--- src/rtl/dhcp_pkg.sv ---
// Shared DHCP constants for the single-lease server: message types, option codes,
// magic cookie, UDP ports and reply lengths.
package dhcp_pkg;

    typedef enum logic [7:0] {
        DHCP_DISCOVER = 8'd1,
        DHCP_OFFER    = 8'd2,
        DHCP_REQUEST  = 8'd3,
        DHCP_ACK      = 8'd5,
        DHCP_NAK      = 8'd6
    } dhcp_msg_t;

    localparam logic [7:0] OPT_PAD          = 8'd0;
    localparam logic [7:0] OPT_SUBNET_MASK  = 8'd1;
    localparam logic [7:0] OPT_REQUESTED_IP = 8'd50;
    localparam logic [7:0] OPT_LEASE_TIME   = 8'd51;
    localparam logic [7:0] OPT_MSG_TYPE     = 8'd53;
    localparam logic [7:0] OPT_SERVER_ID    = 8'd54;
    localparam logic [7:0] OPT_END          = 8'd255;

    localparam logic [31:0] DHCP_MAGIC_COOKIE = 32'h63825363;
    localparam logic [15:0] DHCP_SERVER_PORT  = 16'd67;
    localparam logic [15:0] DHCP_CLIENT_PORT  = 16'd68;

    localparam logic [15:0] REPLY_LEN_FULL = 16'd262;
    localparam logic [15:0] REPLY_LEN_NAK  = 16'd250;
    localparam logic [15:0] COOKIE_OFFSET  = 16'd236;
    localparam logic [15:0] OPTIONS_OFFSET = 16'd240;

    // Byte k of a 32-bit word in network order (k=0 is the most significant byte).
    function automatic logic [7:0] word_byte(input logic [31:0] w, input logic [1:0] k);
        case (k)
            2'd0:    return w[31:24];
            2'd1:    return w[23:16];
            2'd2:    return w[15:8];
            default: return w[7:0];
        endcase
    endfunction

endpackage

--- src/rtl/dhcp_opt_parser.sv ---
// DHCP option TLV walker: consumes option bytes from offset 240 and extracts
// message type, requested IP and server identifier.
module dhcp_opt_parser
    import dhcp_pkg::*;
(
    input  logic        clock,
    input  logic        reset,
    input  logic        clear,
    input  logic        byte_valid,
    input  logic [7:0]  byte_in,
    output logic [7:0]  msg_type,
    output logic        msg_type_valid,
    output logic [31:0] req_ip,
    output logic        req_ip_valid,
    output logic [31:0] server_id,
    output logic        server_id_valid,
    output logic        parse_error
);

    localparam logic [1:0] P_CODE = 2'd0;
    localparam logic [1:0] P_LEN  = 2'd1;
    localparam logic [1:0] P_DATA = 2'd2;
    localparam logic [1:0] P_DONE = 2'd3;

    logic [1:0] state;
    logic [7:0] code;
    logic [7:0] remaining;
    logic [7:0] pos;

    always_ff @(posedge clock or posedge reset) begin
        if (reset) begin
            state           <= P_CODE;
            code            <= '0;
            remaining       <= '0;
            pos             <= '0;
            msg_type        <= '0;
            msg_type_valid  <= 1'b0;
            req_ip          <= '0;
            req_ip_valid    <= 1'b0;
            server_id       <= '0;
            server_id_valid <= 1'b0;
        end else if (clear) begin
            state           <= P_CODE;
            code            <= '0;
            remaining       <= '0;
            pos             <= '0;
            msg_type        <= '0;
            msg_type_valid  <= 1'b0;
            req_ip          <= '0;
            req_ip_valid    <= 1'b0;
            server_id       <= '0;
            server_id_valid <= 1'b0;
        end else if (byte_valid) begin
            case (state)
                P_CODE: begin
                    if (byte_in == OPT_END) begin
                        state <= P_DONE;
                    end else if (byte_in != OPT_PAD) begin
                        code  <= byte_in;
                        state <= P_LEN;
                    end
                end
                P_LEN: begin
                    remaining <= byte_in;
                    pos       <= '0;
                    state     <= (byte_in == 8'd0) ? P_CODE : P_DATA;
                end
                P_DATA: begin
                    case (code)
                        OPT_MSG_TYPE: begin
                            if (pos == 8'd0) begin
                                msg_type       <= byte_in;
                                msg_type_valid <= 1'b1;
                            end
                        end
                        OPT_REQUESTED_IP: begin
                            if (pos < 8'd4) begin
                                req_ip <= {req_ip[23:0], byte_in};
                                if (pos == 8'd3) req_ip_valid <= 1'b1;
                            end
                        end
                        OPT_SERVER_ID: begin
                            if (pos < 8'd4) begin
                                server_id <= {server_id[23:0], byte_in};
                                if (pos == 8'd3) server_id_valid <= 1'b1;
                            end
                        end
                        default: ;
                    endcase
                    pos       <= pos + 8'd1;
                    remaining <= remaining - 8'd1;
                    if (remaining == 8'd1) state <= P_CODE;
                end
                default: ;
            endcase
        end
    end

    // Payload ending between a code byte and the last data byte means a truncated option.
    assign parse_error = (state == P_LEN) || (state == P_DATA);

endmodule

--- src/rtl/dhcp_server.sv ---
// Minimal single-lease DHCP server: parses DISCOVER/REQUEST payloads and answers
// with OFFER, ACK or NAK built byte-by-byte for the UDP transmit arbiter.
module dhcp_server
    import dhcp_pkg::*;
#(
    parameter logic [31:0] LEASE_SECONDS = 32'd3600,
    parameter logic [31:0] SUBNET_MASK   = 32'hFFFFFF00
) (
    input  logic        clock,
    input  logic        reset,
    input  logic        enable,
    input  logic [7:0]  rx_data,
    input  logic        rx_enable,
    input  logic        dhcp_rx_active,
    input  logic        udp_tx_enable,
    input  logic        udp_tx_active,
    input  logic [47:0] local_mac,
    input  logic [31:0] local_ip,
    input  logic [31:0] offer_ip,
    output logic        dhcp_tx_request,
    output logic [7:0]  tx_data,
    output logic [15:0] length,
    output logic [47:0] dhcp_destination_mac,
    output logic [31:0] dhcp_destination_ip,
    output logic [15:0] dhcp_destination_port,
    output logic [47:0] client_mac,
    output logic        client_bound
);

    localparam logic [1:0] TX_IDLE = 2'd0;
    localparam logic [1:0] TX_REQ  = 2'd1;
    localparam logic [1:0] TX_SEND = 2'd2;

    assign dhcp_destination_mac  = 48'hFFFFFFFFFFFF;
    assign dhcp_destination_ip   = 32'hFFFFFFFF;
    assign dhcp_destination_port = DHCP_CLIENT_PORT;

    // Our MAC is only needed by the UDP/Ethernet layers, never inside the payload.
    logic unused_local_mac;
    assign unused_local_mac = ^local_mac;

    logic        rx_seen;
    logic [15:0] rx_idx;
    logic [7:0]  op, htype, hlen;
    logic [31:0] xid, ciaddr;
    logic [47:0] chaddr;
    logic        cookie_ok;

    logic        rx_accept, decide, parser_clear;
    logic [7:0]  msg_type;
    logic        msg_type_valid, req_ip_valid, server_id_valid, parse_error;
    logic [31:0] req_ip, server_id;

    assign rx_accept    = enable && dhcp_rx_active && rx_enable;
    assign decide       = enable && rx_seen && !dhcp_rx_active;
    assign parser_clear = !enable || (rx_seen && !dhcp_rx_active);

    always_ff @(posedge clock or posedge reset) begin
        if (reset) begin
            rx_seen   <= 1'b0;
            rx_idx    <= '0;
            op        <= '0;
            htype     <= '0;
            hlen      <= '0;
            xid       <= '0;
            ciaddr    <= '0;
            chaddr    <= '0;
            cookie_ok <= 1'b1;
        end else if (!enable) begin
            rx_seen   <= 1'b0;
            rx_idx    <= '0;
            cookie_ok <= 1'b1;
        end else if (dhcp_rx_active) begin
            rx_seen <= 1'b1;
            if (rx_enable) begin
                if (rx_idx == 16'd0) op    <= rx_data;
                if (rx_idx == 16'd1) htype <= rx_data;
                if (rx_idx == 16'd2) hlen  <= rx_data;
                if (rx_idx >= 16'd4 && rx_idx <= 16'd7)
                    xid <= {xid[23:0], rx_data};
                if (rx_idx >= 16'd12 && rx_idx <= 16'd15)
                    ciaddr <= {ciaddr[23:0], rx_data};
                if (rx_idx >= 16'd28 && rx_idx <= 16'd33)
                    chaddr <= {chaddr[39:0], rx_data};
                if (rx_idx >= COOKIE_OFFSET && rx_idx < OPTIONS_OFFSET &&
                    rx_data != word_byte(DHCP_MAGIC_COOKIE, rx_idx[1:0]))
                    cookie_ok <= 1'b0;
                if (rx_idx != '1) rx_idx <= rx_idx + 16'd1;
            end
        end else if (rx_seen) begin
            rx_seen   <= 1'b0;
            rx_idx    <= '0;
            cookie_ok <= 1'b1;
        end
    end

    dhcp_opt_parser u_opt_parser (
        .clock           (clock),
        .reset           (reset),
        .clear           (parser_clear),
        .byte_valid      (rx_accept && (rx_idx >= OPTIONS_OFFSET)),
        .byte_in         (rx_data),
        .msg_type        (msg_type),
        .msg_type_valid  (msg_type_valid),
        .req_ip          (req_ip),
        .req_ip_valid    (req_ip_valid),
        .server_id       (server_id),
        .server_id_valid (server_id_valid),
        .parse_error     (parse_error)
    );

    logic [1:0]  tx_state;
    logic [15:0] tx_idx;
    dhcp_msg_t   reply_type;
    logic [31:0] xid_q;
    logic [47:0] chaddr_q;

    logic        header_ok, start_reply;
    logic [31:0] req_addr;
    dhcp_msg_t   next_type;

    always_comb begin
        header_ok = (rx_idx >= OPTIONS_OFFSET) && (op == 8'd1) && (htype == 8'd1) &&
                    (hlen == 8'd6) && cookie_ok && msg_type_valid && !parse_error;
        req_addr    = req_ip_valid ? req_ip : ciaddr;
        start_reply = 1'b0;
        next_type   = DHCP_OFFER;
        if (decide && header_ok && tx_state == TX_IDLE) begin
            if (msg_type == DHCP_DISCOVER) begin
                start_reply = 1'b1;
                next_type   = DHCP_OFFER;
            end else if (msg_type == DHCP_REQUEST &&
                         !(server_id_valid && server_id != local_ip)) begin
                start_reply = 1'b1;
                next_type   = (req_addr == offer_ip) ? DHCP_ACK : DHCP_NAK;
            end
        end
    end

    logic [7:0]  reply_byte;
    logic        full_reply;
    logic [31:0] yiaddr;

    always_comb begin
        reply_byte = '0;
        full_reply = (reply_type != DHCP_NAK);
        yiaddr     = full_reply ? offer_ip : '0;
        if (tx_idx == 16'd0)      reply_byte = 8'h02;
        else if (tx_idx == 16'd1) reply_byte = 8'h01;
        else if (tx_idx == 16'd2) reply_byte = 8'h06;
        else if (tx_idx >= 16'd4 && tx_idx <= 16'd7)
            reply_byte = word_byte(xid_q, tx_idx[1:0]);
        else if (tx_idx >= 16'd16 && tx_idx <= 16'd19)
            reply_byte = word_byte(yiaddr, tx_idx[1:0]);
        else if (tx_idx >= 16'd20 && tx_idx <= 16'd23)
            reply_byte = word_byte(local_ip, tx_idx[1:0]);
        else if (tx_idx == 16'd28) reply_byte = chaddr_q[47:40];
        else if (tx_idx == 16'd29) reply_byte = chaddr_q[39:32];
        else if (tx_idx == 16'd30) reply_byte = chaddr_q[31:24];
        else if (tx_idx == 16'd31) reply_byte = chaddr_q[23:16];
        else if (tx_idx == 16'd32) reply_byte = chaddr_q[15:8];
        else if (tx_idx == 16'd33) reply_byte = chaddr_q[7:0];
        else if (tx_idx >= COOKIE_OFFSET && tx_idx < OPTIONS_OFFSET)
            reply_byte = word_byte(DHCP_MAGIC_COOKIE, tx_idx[1:0]);
        else if (tx_idx == 16'd240) reply_byte = OPT_MSG_TYPE;
        else if (tx_idx == 16'd241) reply_byte = 8'd1;
        else if (tx_idx == 16'd242) reply_byte = reply_type;
        else if (tx_idx == 16'd243) reply_byte = OPT_SERVER_ID;
        else if (tx_idx == 16'd244) reply_byte = 8'd4;
        // Option words sit off 4-byte alignment, so the byte lane is re-based per field.
        else if (tx_idx >= 16'd245 && tx_idx <= 16'd248)
            reply_byte = word_byte(local_ip, tx_idx[1:0] - 2'd1);
        else if (tx_idx == 16'd249) reply_byte = full_reply ? OPT_LEASE_TIME : OPT_END;
        else if (tx_idx == 16'd250) reply_byte = 8'd4;
        else if (tx_idx >= 16'd251 && tx_idx <= 16'd254)
            reply_byte = word_byte(LEASE_SECONDS, tx_idx[1:0] + 2'd1);
        else if (tx_idx == 16'd255) reply_byte = OPT_SUBNET_MASK;
        else if (tx_idx == 16'd256) reply_byte = 8'd4;
        else if (tx_idx >= 16'd257 && tx_idx <= 16'd260)
            reply_byte = word_byte(SUBNET_MASK, tx_idx[1:0] - 2'd1);
        else if (tx_idx == 16'd261) reply_byte = OPT_END;
    end

    always_ff @(posedge clock or posedge reset) begin
        if (reset) begin
            tx_state        <= TX_IDLE;
            tx_idx          <= '0;
            reply_type      <= DHCP_OFFER;
            xid_q           <= '0;
            chaddr_q        <= '0;
            dhcp_tx_request <= 1'b0;
            tx_data         <= '0;
            length          <= '0;
            client_mac      <= '0;
            client_bound    <= 1'b0;
        end else begin
            client_bound <= 1'b0;
            case (tx_state)
                TX_IDLE: begin
                    if (start_reply) begin
                        reply_type      <= next_type;
                        xid_q           <= xid;
                        chaddr_q        <= chaddr;
                        tx_idx          <= '0;
                        length          <= (next_type == DHCP_NAK) ? REPLY_LEN_NAK : REPLY_LEN_FULL;
                        dhcp_tx_request <= 1'b1;
                        tx_state        <= TX_REQ;
                    end
                end
                TX_REQ: begin
                    if (udp_tx_enable) begin
                        tx_data  <= reply_byte;
                        tx_idx   <= 16'd1;
                        tx_state <= TX_SEND;
                    end
                end
                TX_SEND: begin
                    if (udp_tx_active) begin
                        tx_data <= reply_byte;
                        tx_idx  <= tx_idx + 16'd1;
                        if (tx_idx == length - 16'd1) begin
                            dhcp_tx_request <= 1'b0;
                            tx_state        <= TX_IDLE;
                            if (reply_type == DHCP_ACK) begin
                                client_mac   <= chaddr_q;
                                client_bound <= 1'b1;
                            end
                        end
                    end
                end
                default: tx_state <= TX_IDLE;
            endcase
        end
    end

endmodule

--- config.mk ---
export PLATFORM = sky130hd
export DESIGN_NAME = dhcp_server
export DESIGN_NICKNAME = d
export VERILOG_FILES = /design/src/rtl/dhcp_pkg.sv /design/src/rtl/dhcp_opt_parser.sv /design/src/rtl/dhcp_server.sv
export SDC_FILE = /design/constraint.sdc
export NUM_CORES = 1
export LEC_CHECK = 0
export CAP_MARGIN = 20
export CORE_ASPECT_RATIO = 0.5
export CORE_MARGIN = 2
export CORE_UTILIZATION = 45
export CTS_CLUSTER_DIAMETER = 150
export DETAILED_ROUTE_END_ITERATION = 12
export PLACE_DENSITY = 0.67
export SLEW_MARGIN = 10
export SYNTH_ARGS = -nofsm -noshare
export SYNTH_HDL_FRONTEND = slang
export SYNTH_SLANG_ARGS = --single-unit
--- constraint.sdc ---
create_clock -name clock -period 44.2 [get_ports clock]
set_clock_uncertainty 0.05 [all_clocks]
set_input_delay 11.05 -clock clock [delete_from_list [all_inputs] [get_ports clock]]
set_output_delay 11.05 -clock clock [all_outputs]
set_load 0.01 [all_outputs]
==> qor.yml, run 1 <==
synth_seq_cells: 417
n_antenna_cell: 0
drt-initial-drc-count: 1664
final_nets: 2331
comb_power_share_pct: 6.1
tritoncts: "built"
grt-ovfl-total: 0
post-route-period-util_pct: 31.9
ys.flop_type: "dfrtp_1"
clockBufferDepth: 3
first_pass_iters: 7
end_kind: "flop"
hold_viol_final: 0
power.density_mw_per_mm2: 32.3
start_util_pct: 45.5
postCtsSetupRepairBufs: 0
grt_first_pass_wirelength_um: 91300
worstSetupPathType: "in2reg"
synth_cells: 2086
synth_area_mm2: 0.0220
synth-edff-count: 0
p_leak_nw: 11.3
max_freq_mhz: 70.9
swShare_pct: 23.6
fin_cells: 2856
syn-mean-instance-area_um2: 10.5
critical_path.max_fanout: 17
worst_pin_slew_ns: 1.11
clkSinkCount: 417
clock_power_share_pct: 45.1
antenna_found_initial: 0
grt_usage_pct: 22.8
drv_slew: 0
final_cell_mix: "415 x dfrtp_1, 235 x nand2_1, 235 x mux2_2"
grt_pass1_vias: 15500
die_w_um: 317
ys_async_sr_fraction_pct: 100
finalSetupViolations: 0
rsz0062_at_grt: "false"
htree_levels: 2
cp_data_arrival_time_ns: 14.49
insertion_delay_ns: 0.55
maxCapViolCount: 0
synth_warnings: 0
required_ns: 44.59
grt_max_degree: 106
yosysUniqueCellTypes: 82
outcome: "completed"
setup-tns-final_ns: 0
synth-seq-area-share_pct: 47.5
final_util_pct: 51.8
cts_root_buf: "clkbuf_16"
power_switching_mw: 0.191
ios: 297
place_congestion: 0.961
startpoint_type: "input port"
row_count: 57
drc: 0
wl_per_cell_um: 20.5
cts-buffers-inserted: 41
setup_ws_ns: 30.10
power_frac_seq_pct: 48.8
hold_class: "reg2reg"
detailed_place_hpwl_um: 39900
ctsResizeCount: 0
vdd_drop_max_uv: 21.1
totalWireLength_um: 58600
layout_commonest_cell: "dfrtp_1"
cts_hold_buf: 0
period_minus_slack_ns: 14.10
io_buffers: 144
relSlewSlack_pct: 25.4
dp_cells: 2779
vias_per_cell: 5.72
die_area_mm2: 0.0508
drtAntennaViolNets: 0
p_int_mw: 0.618
drive_gt1_share_pct: 17.8
die_height_um: 160
core-area_mm2: 0.0484
num_vias: 16300
syn_to_final_growth_pct: 13.8
cts.clk_slew.worst_paths_ns: 0.07
dpl_worst_slack_ns: 29.56
logic make-up (layout without fill, tap and decap cells):
group                    count (synthesis)  count (layout)  synth area share (%)
adder cells (fa/ha/maj)                 29              29                  1.65
AO/OA/AOI/OAI                          369             369                  10.9
XOR/XNOR                                84              84                  3.35
buffers and inverters                  282             301                  6.97
AND/OR/NAND/NOR                        584             584                  13.0
flip-flops                             417             417                  47.5
multiplexers                           319             319                  16.6
other                                    2             104                0.0342
layer usage:
layer / vias to the layer above / track usage, % / wire [um]
met5: - / 0 / 0
met4: 0 / 6.11 / 1270
met3: 83 / 3.18 / 3710
met2: 581 / 35.0 / 26600
met1: 8203 / 33.7 / 27000
li1: 7463 / - / -
stage by stage:
| stage | instance area (um2) | hold WS, ns | power (mW) |
|---|---|---|---|
| after CTS | 25000 | 0.428 | 0.815 |
| after global placement | 23600 | 0.412 | 0.450 |
| after floorplan | 22400 | 0.400 | 0.437 |
| after detailed placement | 23600 | 0.419 | 0.451 |
| final | 25000 | 0.433 | 0.810 |
| after global routing | 25000 | 0.465 | 0.839 |
worst max-delay path, cell delays in order:
cell	delay [ns]
clkdlybuf4s50_1	0.54
inv_1	0.20
nand3_1	0.11
nor4_2	0.92
o21ai_1	0.36
nor3_2	0.82
o21ai_0	0.24
a22o_1	0.24
sequential cells by signal (all words and copies together) (netlist names), 16 cells and up:
register,cells
xid_q,32
u_opt_parser.req_ip,32
chaddr_q,48
ciaddr,32
u_opt_parser.server_id,32
xid,32
tx_idx,16
rx_idx,16
chaddr,48
client_mac,48
power groups by stage:
stage          clock network, mW  registers [mW]  logic, mW
6_report                   0.365           0.395     0.0493
3_5_place_dp                   0           0.402     0.0489
5_1_grt                    0.389           0.396     0.0547
4_1_cts                    0.371           0.395     0.0490
2_1_floorplan                  0           0.401     0.0360
3_3_place_gp                   0           0.402     0.0482
path summary, 6_finish.rpt:
kind | start | endpoint | slack (ns) | cells after the start
setup / recovery | dhcp_rx_active | tx_idx[13] | 30.10 | 8
max in group asynchronous | reset | htype[4] | 31.60 | 3
min in group asynchronous | reset | client_mac[34] | 10.98 | 2
hold reg to reg | cookie_ok | cookie_ok | 0.43 | 2
hold / removal | cookie_ok | cookie_ok | 0.43 | 2
setup reg to reg | tx_state[0] | tx_idx[13] | 40.08 | 9
cells in the mapped netlist, types with 9 or more instances:
| master | count | area [um2] |
|---|---|---|
| a211oi_1 | 9 | 67.6 |
| a21oi_1 | 90 | 450 |
| a222oi_1 | 31 | 310 |
| a22oi_1 | 10 | 75.1 |
| and3_1 | 15 | 93.8 |
| buf_2 | 16 | 80.1 |
| buf_4 | 109 | 818 |
| clkbuf_1 | 94 | 353 |
| dfrtp_1 | 415 | 10400 |
| ha_1 | 29 | 363 |
| inv_1 | 51 | 191 |
| mux2_2 | 235 | 2650 |
| mux2_4 | 30 | 450 |
| mux2i_1 | 50 | 500 |
| nand2_1 | 235 | 882 |
| nand2b_1 | 12 | 75.1 |
| nand3_1 | 51 | 255 |
| nand4_1 | 30 | 188 |
| nor2_1 | 87 | 327 |
| nor2b_1 | 13 | 81.3 |
| nor3_1 | 36 | 180 |
| nor4_1 | 35 | 219 |
| o211ai_1 | 10 | 75.1 |
| o21ai_0 | 113 | 566 |
| o22ai_1 | 12 | 75.1 |
| o31ai_1 | 12 | 90.1 |
| or3_1 | 13 | 81.3 |
| or4_1 | 9 | 67.6 |
| xnor2_1 | 41 | 359 |
| xor2_1 | 43 | 377 |
layout make-up:
| type | instances | area, um2 |
|---|---|---|
| Clock buffer | 60 | 1220 |
| Clock inverter | 15 | 181 |
| Fill cell | 4283 | 23300 |
| Inverter | 52 | 203 |
| Multi-Input combinational cell | 1489 | 10500 |
| Sequential cell | 417 | 10400 |
| Tap cell | 649 | 812 |
| Timing Repair Buffer | 174 | 1710 |
No activity file was read; power rests on OpenSTA's default activity.
==> inputs of run 2 (changes only) <==
==> constraint.sdc (replaced) <==
create_clock -name clock -period 13.1 [get_ports clock]
set_clock_uncertainty 0.05 [all_clocks]
set_input_delay 3.275 -clock clock [delete_from_list [all_inputs] [get_ports clock]]
set_output_delay 3.275 -clock clock [all_outputs]
set_load 0.01 [all_outputs]
==> run 2 against run 1 <==
Against the previous run: sequential share of layout area barely moved; combinational power rose to 3.3 times the previous value; global-route usage rose by 0.057 points; setup slack got worse by 23 ns; critical endpoint is now xid[5]; clock power rose to 3.5 times the previous value; design area barely moved; highest routed layer unchanged; register-to-register slack got worse by 31 ns; non-clock buffer count fell by 6; largest power group unchanged; sequential power rose to 3.4 times the previous value; die area did not move.
==> qor.yml, run 2 (synthesis results as in run 1) <==
ctsResizeCount: 0
cts.clk_slew.worst_paths_ns: 0.07
drt-initial-drc-count: 1662
hold_path.startpoint: "u_opt_parser.req_ip[24]"
drv_slew: 0
grt_first_pass_wirelength_um: 91700
vias_per_cell: 5.75
core-area_mm2: 0.0484
final_nets: 2325
drtAntennaViolNets: 0
drc: 0
wl_per_cell_um: 20.5
required_ns: 13.49
p_int_mw: 2.11
ios: 297
p_total_mw: 2.77
num_vias: 16400
cp_common_cell: "or3_1"
vdd_drop_max_uv: 70.9
detailed_place_hpwl_um: 39900
comb_power_share_pct: 5.9
final_util_pct: 51.7
rsz0062_at_grt: "false"
totalWireLength_um: 58300
layout_commonest_cell: "dfrtp_1"
min_to: "u_opt_parser.req_ip[24]"
fin_cells: 2849
die_height_um: 160
timing.rr.end: "tx_data[3]"
insertion_delay_ns: 0.57
final_cell_mix: "415 x dfrtp_1, 235 x nand2_1, 235 x mux2_2"
place_congestion: 0.960
tritoncts: "built"
grt_pass1_vias: 15700
start_util_pct: 45.5
worst_pin_slew_ns: 1.11
max_freq_mhz: 166
antenna_found_initial: 0
rrSetupSlack_ns: 9.00
grtUsageMet2_pct: 35.7
relSlewSlack_pct: 25.7
clock_power_share_pct: 45.9
crit_chain: "clkdlybuf4s50_1, nand3_1, or3_1, or3_1, or3_1, or3b_2, buf_4, mux2_4"
startpoint_type: "input port"
power.density_mw_per_mm2: 111
setup-tns-final_ns: 0
end_kind: "flop"
post-route-period-util_pct: 45.9
cpMaxStageDelayCell: "clkdlybuf4s50_1"
cts_root_buf: "clkbuf_16"
dp_cells: 2775
reg2reg_from: "tx_idx[1]"
hold_viol_final: 0
first_pass_iters: 7
grt_usage_pct: 22.8
clkSinkCount: 417
grt-ovfl-total: 0
worstSetupPathType: "in2reg"
io_buffers: 144
met1_usage_pct: 33.0
period_minus_slack_ns: 6.01
drive_gt1_share_pct: 17.8
clockBufferDepth: 3
power_switching_mw: 0.653
outcome: "completed"
busiest_layer: "met2"
hold_depth: 2
finalSetupViolations: 0
power_frac_seq_pct: 48.2
globalRouteMet3Util_pct: 3.37
cp_data_arrival_time_ns: 6.40
reg2reg_depth: 10
postCtsSetupRepairBufs: 0
grt_max_degree: 173
swShare_pct: 23.6
p_leak_nw: 11.3
hold_class: "reg2reg"
critical_path.max_fanout: 32
reg_top3: "chaddr x48, chaddr_q x48, client_mac x48"
cts-buffers-inserted: 41
die_w_um: 317
maxCapViolCount: 0
fillCellCount: 4258
htree_levels: 2
n_antenna_cell: 0
hold_ws_ns: 0.429
cts_hold_buf: 0
syn_to_final_growth_pct: 13.8
die_area_mm2: 0.0508
row_count: 57
cpPeakStageDelay_ns: 0.65
## run 2: worst max path at each step
| stage | from | endpoint | slack (ns) |
|---|---|---|---|
| floorplan | reset | chaddr[0] | 4.15 |
| global placement | local_ip[6] | chaddr_q[42] | 6.60 |
| detailed placement | enable | xid[7] | 6.58 |
| CTS | local_ip[6] | chaddr_q[37] | 7.15 |
| global route | local_ip[21] | tx_idx[5] | 6.92 |
| finish | enable | xid[5] | 7.09 |
## run 2: area by class of cell
class	count	area, um2	share of cell area [%]
multi-input cells	1489	10500	41.9
flip-flops and latches	417	10400	41.7
repair buffers	168	1650	6.58
clock buffers	52	1170	4.67
well taps	649	812	3.25
clock inverters	22	283	1.13
inverters	52	199	0.795
## run 2: layer usage
layer  up-vias  routed length [um]
li1       7462                   -
met1      8245               26200
met2       587               26800
met3        97                3770
met4         0                1550
met5         -                   0
## run 2: power by group through the flow
stage | Sequential (mW) | Combinational (mW) | Clock [mW]
after global placement | 1.36 | 0.163 | 0
after global routing | 1.34 | 0.183 | 1.35
final | 1.33 | 0.164 | 1.27
after CTS | 1.33 | 0.166 | 1.29
after detailed placement | 1.36 | 0.165 | 0
after floorplan | 1.35 | 0.122 | 0
## run 2: metrics by stage
| step | worst slack, ns | area (um2) |
|---|---|---|
| final | 7.09 | 25000 |
| after global routing | 6.92 | 25000 |
| after CTS | 7.15 | 25000 |
| after detailed placement | 6.58 | 23600 |
| after global placement | 6.60 | 23600 |
| after floorplan | 4.15 | 22400 |
## run 2: worst max-delay path: cells and delay by family
family                 cells  cell delay (ns)
and+or+nand+nor            5             1.76
buffers and inverters      2             0.97
muxes                      1             0.37
==> inputs of run 3 (changes only) <==
==> constraint.sdc (replaced) <==
create_clock -name clock -period 6.1 [get_ports clock]
set_clock_uncertainty 0.05 [all_clocks]
set_input_delay 1.525 -clock clock [delete_from_list [all_inputs] [get_ports clock]]
set_output_delay 1.525 -clock clock [all_outputs]
set_load 0.01 [all_outputs]
==> run 3 against run 2 <==
Against the previous run: utilization down 0.18 points; die area unchanged; design area down 0.35%; sequential share of layout area up 0.15 points; first-iteration DRC count down 5.2%; wire length down 0.44%; final cell count up 0.11%; clock power up 99%; register-to-register slack worse by 6.7 ns; total power up 110%; critical endpoint unchanged; largest cell class unchanged.
==> qor.yml, run 3 (synthesis results as in run 1) <==
syn_to_final_growth_pct: 13.4
cts_hold_buf: 0
grt_first_pass_wirelength_um: 91500
post-route-period-util_pct: 69.2
core-area_mm2: 0.0484
htree_levels: 2
hold_ws_ns: 0.433
layout_commonest_cell: "dfrtp_1"
io_buffers: 144
met1Wirelength_um: 26000
totalWireLength_um: 58000
place_congestion: 0.988
route.met3.wl_um: 3820
required_ns: 6.48
grt_pass1_vias: 15700
cts.clk_slew.worst_paths_ns: 0.07
cts_root_buf: "clkbuf_16"
grt_usage_pct: 22.7
hold_path.startpoint: "cookie_ok"
num_vias: 16300
dp_cells: 2779
p_total_mw: 5.75
drtAntennaViolNets: 0
multiInputGateArea_mm2: 0.0105
highest_layer: "met4"
worstSetupEndpoint: "xid[5]"
row_count: 57
reg2reg_from: "tx_idx[1]"
final_cell_mix: "415 x dfrtp_1, 235 x nand2_1, 235 x mux2_2"
drt-initial-drc-count: 1575
cts-buffers-inserted: 39
clockBufferDepth: 3
worst_pin_slew_ns: 1.11
p_leak_nw: 11.2
hold_viol_final: 0
vdd_drop_max_uv: 187
rsz0062_at_grt: "false"
insertion_delay_ns: 0.55
reg_top3: "chaddr x48, chaddr_q x48, client_mac x48"
die_height_um: 160
grt-ovfl-total: 0
fin_cells: 2852
start_util_pct: 45.5
n_antenna_cell: 0
wl_met2_um: 26800
final_nets: 2328
period_minus_slack_ns: 4.22
end_kind: "flop"
max_freq_mhz: 237
drc: 0
reg2reg_depth: 10
wl_per_cell_um: 20.3
power.density_mw_per_mm2: 231
maxCapViolCount: 0
drive_gt1_share_pct: 17.7
setup-tns-final_ns: 0
outcome: "completed"
relSlewSlack_pct: 26.1
startpoint_type: "input port"
clkSinkCount: 417
drv_slew: 0
crit_start: "enable"
critical_path.max_fanout: 32
vias_per_cell: 5.71
finalSetupViolations: 0
ctsResizeCount: 0
detailed_place_hpwl_um: 40400
tritoncts: "built"
die_w_um: 317
ios: 297
fillCellCount: 4308
first_pass_iters: 10
worstSetupPathType: "in2reg"
hold_class: "reg2reg"
rrSetupSlack_ns: 2.28
die_area_mm2: 0.0508
grt_max_degree: 200
final_util_pct: 51.6
cp_data_arrival_time_ns: 4.60
antenna_found_initial: 0
timing.rr.end: "tx_data[5]"
regArea_mm2: 0.0104
postCtsSetupRepairBufs: 0
## run 3: cell types whose count changed in the layout (fill, tap and decap cells not counted), sizes merged
cell      delta
clkinvlp     +4
bufinv       -3
clkinv       -4
inv          -2
clkbuf       +4
buf          +4
## run 3: how the worst min path moves through the flow
stage                              end  cells after the start
4_1_cts                      cookie_ok                      2
3_5_place_dp                 cookie_ok                      2
2_1_floorplan  u_opt_parser.req_ip[24]                      2
6_report                     cookie_ok                      2
3_3_place_gp   u_opt_parser.req_ip[24]                      2
5_1_grt                      cookie_ok                      2
## run 3: metrics by stage
stage                     cell area [um2]  worst slack, ns
after floorplan                     22400            -1.10
after global placement              23600             1.37
after detailed placement            23600             1.36
after CTS                           24900             1.92
after global routing                24900             1.79
final                               24900             1.88
## run 3: worst max-delay path, stage by stage
cell and delay, ns:
clkdlybuf4s50_1 0.65, nand3_1 0.18, or3_1 0.32, or3_1 0.38
or3_1 0.38, or3b_2 0.46, buf_4 0.32, mux2_4 0.36
## run 3: per-layer routing
metal  GRT usage [%]  up-vias
met5               0        -
met4            6.09        0
met3            3.41      102
met2            36.3      579
met1            32.4     8135
li1                -     7473
## run 3: layout make-up
cell class	instances	share of cell area (%)
clock inverters	17	0.683
repair buffers	173	6.74
well taps	649	3.26
flip-flops and latches	417	41.9
multi-input cells	1489	42.0
inverters	52	0.798
clock buffers	55	4.65
## run 3: power by group
| part | leakage [nW] | internal, mW | switching [mW] |
|---|---|---|---|
| combinational | 4.88 | 0.130 | 0.222 |
| clock | 0.644 | 1.43 | 1.11 |
| sequential | 5.72 | 2.82 | 0.0375 |
